`config.mk`:
```
export PLATFORM = sky130hd
export DESIGN_NAME = drec_adc_if
export DESIGN_NICKNAME = d
export VERILOG_FILES = /design/src/rtl/drec_adc_if.sv
export SDC_FILE = /design/constraint.sdc
export NUM_CORES = 1
export LEC_CHECK = 0
export BUFFER_PORTS_ARGS = -buffer_cell sky130_fd_sc_hd__buf_4
export CORE_ASPECT_RATIO = 0.7
export CORE_MARGIN = 2
export CORE_UTILIZATION = 35
export DETAILED_ROUTE_END_ITERATION = 8
export GPL_ROUTABILITY_DRIVEN = 0
export GPL_TIMING_DRIVEN = 0
export SLEW_MARGIN = 10
export SYNTH_ARGS = -nofsm -noshare
export SYNTH_HDL_FRONTEND = slang
export SYNTH_SLANG_ARGS = --single-unit
```
`constraint.sdc`:
```
create_clock -name clk -period 3.4 [get_ports clk]
set_input_delay 0.51 -clock clk [delete_from_list [all_inputs] [get_ports clk]]
set_output_delay 0.51 -clock clk [all_outputs]
set_load 0.005 [all_outputs]
```
`src/rtl/drec_adc_if.sv`:
```
// ---------------------------------------------------------------------------
// drec_adc_if
//
// Serial front end for a 12-bit ADC128S022-style SPI converter.
//
// A sample-rate generator produces one tick every SAMPLE_DIV clk cycles while
// `enable` is high. Each accepted tick starts one 16-SCLK conversion frame:
//
//   SETUP (1 phase)  : chip select low, SCLK still high
//   SHIFT (32 phases): 16 SCLK periods, low half first; the address bit is
//                      driven on each falling edge and adc_dout is sampled
//                      on each rising edge (MSB first)
//   HOLD  (1 phase)  : SCLK high, then the frame closes on a single edge
//                      (chip select high, result latched, strobe raised)
//
// Every phase lasts CLK_DIV clk cycles, so chip select is low for exactly
// 34*CLK_DIV cycles and the strobe follows the tick by 34*CLK_DIV+1 cycles.
// A tick that arrives while a frame is in flight is dropped and flagged on
// `overrun` during that same cycle; the running frame is not disturbed.
//
// Parameters
//   CLK_DIV    : clk cycles per SCLK half-period (>= 1)
//   SAMPLE_DIV : clk cycles per sample period (>= 34*CLK_DIV+2 for no overrun)
//   CHANNEL    : ADC input channel address sent in every frame
//
// Ports
//   clk        in   system clock, all state on its rising edge
//   rst_n      in   synchronous active-low reset
//   enable     in   runs the sample-rate generator while high
//   adc_cs_n   out  ADC chip select, active low
//   adc_sclk   out  ADC serial clock, idles high
//   adc_din    out  serial address to the ADC
//   adc_dout   in   serial data from the ADC
//   adc_data   out  last converted sample (unsigned), held between strobes
//   adc_enable out  one-cycle strobe, adc_data valid in the same cycle
//   overrun    out  one-cycle pulse when a sample tick is dropped
// ---------------------------------------------------------------------------
module drec_adc_if #(
    parameter int         CLK_DIV    = 8,
    parameter int         SAMPLE_DIV = 1134,
    parameter logic [2:0] CHANNEL    = 3'd0
) (
    input  logic        clk,
    input  logic        rst_n,
    input  logic        enable,
    output logic        adc_cs_n,
    output logic        adc_sclk,
    output logic        adc_din,
    input  logic        adc_dout,
    output logic [11:0] adc_data,
    output logic        adc_enable,
    output logic        overrun
);

    // -----------------------------------------------------------------------
    // Derived constants
    // -----------------------------------------------------------------------
    localparam int PH_W  = (CLK_DIV > 1) ? $clog2(CLK_DIV) : 1;
    localparam int SMP_W = $clog2(SAMPLE_DIV);

    localparam logic [PH_W-1:0]  PH_LAST    = PH_W'(CLK_DIV - 1);
    localparam logic [SMP_W-1:0] SMP_LAST   = SMP_W'(SAMPLE_DIV - 1);
    localparam logic [4:0]       HALF_LAST  = 5'd31;
    // Address word shifted out MSB first: two don't-care zeros, the channel
    // in bits 13:11, zeros for the rest of the frame.
    localparam logic [15:0]      FRAME_WORD = {2'b00, CHANNEL, 11'b0};

    typedef enum logic [1:0] {
        ST_IDLE  = 2'd0,
        ST_SETUP = 2'd1,
        ST_SHIFT = 2'd2,
        ST_HOLD  = 2'd3
    } state_t;

    // -----------------------------------------------------------------------
    // Registers and wires
    // -----------------------------------------------------------------------
    state_t             r_state;
    state_t             w_state_next;

    logic [SMP_W-1:0]   r_smp_cnt;
    logic               r_smp_armed;
    logic               w_tick;

    logic [PH_W-1:0]    r_phase_cnt;
    logic               w_phase_end;
    logic [4:0]         r_half;

    logic               r_cs_n;
    logic               r_sclk;
    logic               r_din;
    logic [15:0]        r_addr_sr;
    logic [11:0]        r_shift;
    logic [11:0]        r_adc_data;
    logic               r_adc_enable;

    logic               w_start;
    logic               w_sclk_fall;
    logic               w_sclk_rise;
    logic               w_frame_done;
    logic               w_overrun;

    // -----------------------------------------------------------------------
    // Sample-rate generator
    //
    // The first cycle with enable high only arms the counter, so the first
    // tick lands exactly SAMPLE_DIV cycles after enable rises and every
    // later tick is SAMPLE_DIV cycles after the previous one.
    // -----------------------------------------------------------------------
    always_ff @(posedge clk) begin
        if (!rst_n) begin
            r_smp_cnt   <= '0;
            r_smp_armed <= 1'b0;
        end else if (!enable) begin
            r_smp_cnt   <= '0;
            r_smp_armed <= 1'b0;
        end else begin
            r_smp_armed <= 1'b1;
            if (r_smp_armed) begin
                if (r_smp_cnt == SMP_LAST) begin
                    r_smp_cnt <= '0;
                end else begin
                    r_smp_cnt <= r_smp_cnt + SMP_W'(1);
                end
            end
        end
    end

    assign w_tick = enable & r_smp_armed & (r_smp_cnt == SMP_LAST);

    // -----------------------------------------------------------------------
    // Phase timing: every non-IDLE phase is CLK_DIV cycles long
    // -----------------------------------------------------------------------
    assign w_phase_end = (r_phase_cnt == PH_LAST);

    // -----------------------------------------------------------------------
    // Frame FSM: state register
    // -----------------------------------------------------------------------
    always_ff @(posedge clk) begin
        if (!rst_n) begin
            r_state <= ST_IDLE;
        end else begin
            r_state <= w_state_next;
        end
    end

    // -----------------------------------------------------------------------
    // Frame FSM: next state and datapath control
    //
    // In SHIFT, r_half is the half-period index: even = SCLK low phase,
    // odd = SCLK high phase. The end of an even phase is an SCLK rising edge
    // (sample adc_dout); the end of an odd phase is the next falling edge
    // (drive the next address bit), except after half 31 where the frame
    // moves to HOLD with SCLK left high.
    // -----------------------------------------------------------------------
    always_comb begin
        w_state_next = r_state;
        w_start      = 1'b0;
        w_sclk_fall  = 1'b0;
        w_sclk_rise  = 1'b0;
        w_frame_done = 1'b0;
        w_overrun    = 1'b0;

        case (r_state)
            ST_IDLE: begin
                if (w_tick) begin
                    w_state_next = ST_SETUP;
                    w_start      = 1'b1;
                end
            end
            ST_SETUP: begin
                if (w_phase_end) begin
                    w_state_next = ST_SHIFT;
                    w_sclk_fall  = 1'b1;
                end
            end
            ST_SHIFT: begin
                if (w_phase_end) begin
                    if (!r_half[0]) begin
                        w_sclk_rise = 1'b1;
                    end else if (r_half == HALF_LAST) begin
                        w_state_next = ST_HOLD;
                    end else begin
                        w_sclk_fall = 1'b1;
                    end
                end
            end
            ST_HOLD: begin
                if (w_phase_end) begin
                    w_state_next = ST_IDLE;
                    w_frame_done = 1'b1;
                end
            end
            default: begin
                w_state_next = ST_IDLE;
            end
        endcase

        // A tick that finds a frame in flight is simply lost.
        if (w_tick && (r_state != ST_IDLE)) begin
            w_overrun = 1'b1;
        end
    end

    // -----------------------------------------------------------------------
    // Datapath: phase counters, SPI pins, shift registers, result
    // -----------------------------------------------------------------------
    always_ff @(posedge clk) begin
        if (!rst_n) begin
            r_phase_cnt  <= '0;
            r_half       <= '0;
            r_cs_n       <= 1'b1;
            r_sclk       <= 1'b1;
            r_din        <= 1'b0;
            r_addr_sr    <= '0;
            r_shift      <= '0;
            r_adc_data   <= '0;
            r_adc_enable <= 1'b0;
        end else begin
            r_adc_enable <= 1'b0;

            if ((r_state == ST_IDLE) || w_phase_end) begin
                r_phase_cnt <= '0;
            end else begin
                r_phase_cnt <= r_phase_cnt + PH_W'(1);
            end

            if (r_state == ST_SHIFT) begin
                if (w_phase_end) begin
                    r_half <= r_half + 5'd1;
                end
            end else begin
                r_half <= '0;
            end

            if (w_start) begin
                r_cs_n    <= 1'b0;
                r_addr_sr <= FRAME_WORD;
            end

            if (w_sclk_fall) begin
                r_sclk    <= 1'b0;
                r_din     <= r_addr_sr[15];
                r_addr_sr <= {r_addr_sr[14:0], 1'b0};
            end

            // Only the last 12 samples are kept; the four leading bits the
            // ADC sends are always zero and fall off the top.
            if (w_sclk_rise) begin
                r_sclk  <= 1'b1;
                r_shift <= {r_shift[10:0], adc_dout};
            end

            if (w_frame_done) begin
                r_cs_n       <= 1'b1;
                r_din        <= 1'b0;
                r_adc_data   <= r_shift;
                r_adc_enable <= 1'b1;
            end
        end
    end

    // -----------------------------------------------------------------------
    // Outputs
    // -----------------------------------------------------------------------
    assign adc_cs_n   = r_cs_n;
    assign adc_sclk   = r_sclk;
    assign adc_din    = r_din;
    assign adc_data   = r_adc_data;
    assign adc_enable = r_adc_enable;
    assign overrun    = w_overrun;

endmodule

```
# ---- After elaboration in Yosys (flattened, before gate mapping)
# Index checks and enable logic that the tools add are counted.
dict set report totals {
  register_bits 65
  in_bits 4
  output_inout_bits 17
  elab_cells 65
}
dict set report classes {
  addsub 3
  eq_ne 12
  n_mux 24
  bitwise 3
  n_reduce_logical 11
}
# cell n
set op_table {}
lappend op_table {{2-to-1 mux 16 bit} 2}
lappend op_table {{2-to-1 mux 1 bit} 13}
lappend op_table {{2-to-1 mux 2 bit} 6}
lappend op_table {{inequality test 2 bit (second input constant)} 6}
lappend op_table {{adder 11 x 1 -> 11 bit (second input constant)} 1}
lappend op_table {{== test 11 bit (second input constant)} 1}
lappend op_table {{2-to-1 mux 11 bit} 1}
lappend op_table {{one-hot mux 2 bit (4 select lines)} 1}
lappend op_table {{AND reduction 6 bit} 1}
lappend op_table {{OR reduction 2 bit} 3}
lappend op_table {{adder 5 x 1 -> 5 bit (second input constant)} 1}
lappend op_table {{== test 5 bit (second input constant)} 1}
lappend op_table {{== test 2 bit (second input constant)} 2}
lappend op_table {{AND reduction 2 bit} 2}
lappend op_table {{nonzero test 2 bit} 2}
lappend op_table {{adder 3 x 1 -> 3 bit (second input constant)} 1}
lappend op_table {{== test 3 bit (second input constant)} 1}
lappend op_table {{AND 1 bit} 2}
lappend op_table {{== test 2 x 1 -> 1 bit (second input constant)} 1}
lappend op_table {{zero test 2 bit} 1}
lappend op_table {{one-hot mux 1 bit (2 select lines)} 1}
lappend op_table {{logical AND 1 bit} 1}
lappend op_table {{logical OR 1 bit} 1}
lappend op_table {{inverter 1 bit} 1}

# ---- Depth between registers and ports, before layout
dict set report depth {
  word_depth 6
  mapped_depth 7
  depth_no_buf 7
}

# ---- Least setup slack after synthesis
# No wires, ideal clock.
dict set report synth_timing {
  path_type {register to register}
  from {register r_phase_cnt[0]}
  to {register r_adc_data[10], in the netlist adc_data[10]}
  setup_time_ps 76
  t_arrival_ps 1428
  t_required_ps 3324
  slack_ps 1896
  stages_incl_launch_ff 8
  path_buffers 2
  synth_period_minus_slack_ps 1504
  cell_sequence {dfxtp_1 > ha_1 > ha_1 > buf_2 > nand2_1 > clkbuf_1 > nand2_1 > a21boi_0}
}
dict set report synth_via {
  elab_chain_cells 3
}
# item line_no
set synth_lines {}
lappend synth_lines {{start: declaration} 85} ;# logic [PH_W-1:0] r_phase_cnt;
lappend synth_lines {{start signal: assignment} 225} ;# r_phase_cnt <= r_phase_cnt + PH_W'(1);
lappend synth_lines {{== test 3 bit} 134} ;# assign w_phase_end = (r_phase_cnt == PH_LAST);
lappend synth_lines {{2-to-1 mux 1 bit} 189} ;# if (w_phase_end) begin
lappend synth_lines {{2-to-1 mux 1 bit} 164} ;# case (r_state)
lappend synth_lines {{end signal: assignment} 257} ;# r_adc_data <= r_shift;
lappend synth_lines {{end: declaration} 94} ;# logic [11:0] r_adc_data;
# No other way between the ends.
# A chain may end at the register's enable or synchronous reset.

# ---- Worst setup path after layout
dict set report layout_timing {
  from {register r_smp_cnt[0]}
  to {output port overrun}
}
dict set report layout_via {
  elab_chain_cells 4
}
# item line_no
set layout_lines {}
lappend layout_lines {{start: declaration} 81} ;# logic [SMP_W-1:0] r_smp_cnt;
lappend layout_lines {{start signal: assignment} 123} ;# r_smp_cnt <= r_smp_cnt + SMP_W'(1);
lappend layout_lines {{== test 11 bit} 129} ;# assign w_tick = enable & r_smp_armed & (r_smp_cnt == SMP_LAST);
lappend layout_lines {{AND 1 bit} 129}
lappend layout_lines {{logical AND 1 bit} 200} ;# if (w_tick && (r_state != ST_IDLE)) begin
lappend layout_lines {{2-to-1 mux 1 bit} 200}
lappend layout_lines {{end: declaration} 52} ;# output logic overrun
# No other way between the ends.

==> impl_metrics.toml <==
[setup_path]
critical_path.reg2reg.endpoint = "adc_data[11]"
criticalPathCategory = "flip-flop to output pin"
worstRegToRegCells = 7
required_ns = 2.89
reg2reg_slack_ns = 1.50
crit_fanout = 5
critPathLaunchType = "flip-flop"
worstPathArrival_ns = 1.47
cp-end-kind = "output pin"
r2r_start = "r_phase_cnt[0]"

[routing]
drt_iter0_markers = 75
drc_errors = 0
wirelength_um = 3840
ant_nets = 0
num_vias = 1569
drt_first_pass_iters = 4
viasPerCell = 4.64
drt-wirelength-per-cell_um = 11.4

[yosys]
synth_seq_area_share_pct = 46.8
synth_area_leaders = "dfxtp_1 (47%), nand2_1 (12%), a21boi_0 (8.6%)"
yosys.area.top_type_share_pct = 46.8
synth_top_cell_by_area = "dfxtp_1"
synth_fp_nets = 252
ys_seq_elements = 49
synthFlopType = "dfxtp_1"
ys_types = 30
netlist_area_um2 = 2100
yosys_warnings = 0
synth_async_sr_flop_share_pct = 0
synth_edf_count = 0
syn_area_per_cell_um2 = 8.85
postSynthCellCount = 237

[placed_design]
io_buffers = 19
dp_hpwl_um = 2830
place_area_um2 = 2330
dpl_worst_slack_ns = 1.49
placed_cells = 331

[clock_tree]
cts.htree.levels = 2
cts_setup_buffers = 0
cts_buffer_depth = 2
clkTransAtPathRegs_ns = 0.09
tritoncts = "yes"
clkLatencyLatePin_ns = 0.30
cts.sink_count = 49
cts_buffers = 5
cts-resized-gates = 0
holdBufCountCts = 0
clock-root-buffer = "clkbuf_8"

[sta]
finalMaxSlewViolations = 0
fin_crit_ns = 1.98
fin_ws_ns = 1.42
fmax_mhz = 506
rsz0062_at_grt = "false"
period_share_pct = 58.1
max_slew_margin_pct = 65.2
hold_viol_final = 0
setup_viol = 0
fin_worst_skew_ns = 0.00998
hold_ws_ns = 0.422
worst_pin_slew_ns = 0.522
timing.setup.tns_ns = 0

[finish]
design_area_um2 = 2440
fin_nets = 278
drive_above_1_share_pct = 14.1
fill_cells = 581
areaGrowthSynthToFinish_pct = 16.2
final_cells = 338
diodes = 0

[die]
row_count = 23
die_area_um2 = 6640
die_h_um = 68.8
core-area_um2 = 5760
die_w_um = 96.5
ios = 21
start_util_pct = 36.5

[global_routing]
antenna_found_initial = 0
first_global_vias = 1399
grt_max_degree = 15
grt_pass1_wl_um = 6560
grt.total_usage_pct = 13.1
globalRouteOverflowTotal = 0

[power_and_ir_drop]
vdd_drop_max_mv = 0.144
leakage_nw = 0.888
power.density_nw_per_um2 = 409

[min_path]
hold_depth = 1
hold_end = "r_phase_cnt[0]"
min_path_type = "flip-flop to flip-flop"
hp-start = "r_phase_cnt[0]"

[flow_run]
cap_violations = 0

[status]
status = "complete, no violations"
## state kept, by name, indices dropped and copies added, names as in the netlist, 2 cells and up
| signal | flops |
|---|---|
| r_phase_cnt | 3 |
| r_state | 2 |
| r_shift | 12 |
| r_smp_cnt | 11 |
| adc_data | 12 |
| r_half | 5 |
## cells in the final DEF, fill, tap and decap left out, types with 2 or more instances in the layout
| cell | n |
|---|---|
| a21boi_0 | 24 |
| and2_1 | 4 |
| and3_1 | 3 |
| buf_2 | 3 |
| buf_4 | 20 |
| clkbuf_1 | 6 |
| clkbuf_8 | 5 |
| dfxtp_1 | 49 |
| ha_1 | 11 |
| inv_1 | 5 |
| mux2i_1 | 4 |
| nand2_1 | 65 |
| nand3_1 | 4 |
| nand4_1 | 4 |
| nor2_1 | 21 |
| nor3_1 | 3 |
| nor4_2 | 2 |
| o21ai_0 | 4 |
| xnor2_1 | 8 |
| xor2_1 | 5 |
## Yosys cell counts (2+ instances only)
master,number
nand2_1,65
and2_1,4
clkbuf_1,6
ha_1,11
nand3_1,4
nor3_1,3
o21ai_0,4
a21boi_0,24
nor2_1,21
xor2_1,5
and3_1,3
nor4_2,2
mux2i_1,4
buf_2,3
inv_1,5
dfxtp_1,49
xnor2_1,8
nand4_1,4
## worst max-delay path, cell delays in order, from the launching register on
cell and delay [ns]:
dfxtp_1 0.44, ha_1 0.20, nand2_1 0.05, nand4b_2 0.23, nor2_1 0.13, buf_4 0.12
## cell families after synthesis
logic type                 Yosys count  share of synthesized area [%]
buffers and inverters               16                           3.58
DFF                                 49                           46.8
xor gates and xnor gates            13                           5.43
other                                1                          0.179
adders and majority gates           11                           6.56
and+or+nand+nor                    112                           24.7
muxes                                4                           1.91
AOI/OAI and AO/OA                   31                           10.9
## how the worst max path moves through the flow
stage,from,endpoint,slack [ns],cells past startpoint
finish,r_smp_cnt[0],overrun,1.42,5
floorplan,r_phase_cnt[0],adc_data[10],1.90,7
global placement,r_phase_cnt[0],adc_data[11],1.53,7
global route,r_smp_cnt[0],overrun,1.29,5
CTS,r_smp_cnt[0],overrun,1.40,5
detailed placement,r_phase_cnt[0],adc_data[4],1.49,7
## area by class of cell
type / instances / area [um^2] / area share (%)
timing repair buffer: 19 / 143 / 5.85
multi-input combinational: 172 / 1040 / 42.7
tap: 75 / 93.8 / 3.85
sequential: 49 / 981 / 40.2
inverter: 5 / 18.8 / 0.770
buffer: 11 / 56.3 / 2.31
clock buffer: 5 / 68.8 / 2.82
clock inverter: 2 / 35.0 / 1.44
## stage by stage
| stage | total power [W] | utilization [%] |
|---|---|---|
| after floorplan | 0.000606 | - |
| after global placement | 0.000615 | 40.6 |
| after detailed placement | 0.000614 | 40.6 |
| after CTS | 0.00101 | 42.4 |
| after global routing | 0.00104 | 42.4 |
| final | 0.000998 | 42.4 |
## report_power, final
| part | total, W | internal (W) | switching, W |
|---|---|---|---|
| logic | 0.0000247 | 0.0000118 | 0.0000129 |
| clock network | 0.000397 | 0.000214 | 0.000183 |
| registers | 0.000576 | 0.000575 | 0.00000148 |
## metal layers
layer	share of wire, %	wire length [um]	vias to the layer above	GRT usage, %
li1	-	-	829	-
met1	57	2170	715	19.3
met2	39	1510	20	17.9
met3	3.3	127	5	3.48
met4	0.89	34	0	5.28
met5	0	0	-	0
Note: power is estimated with default switching activity, not from simulation.
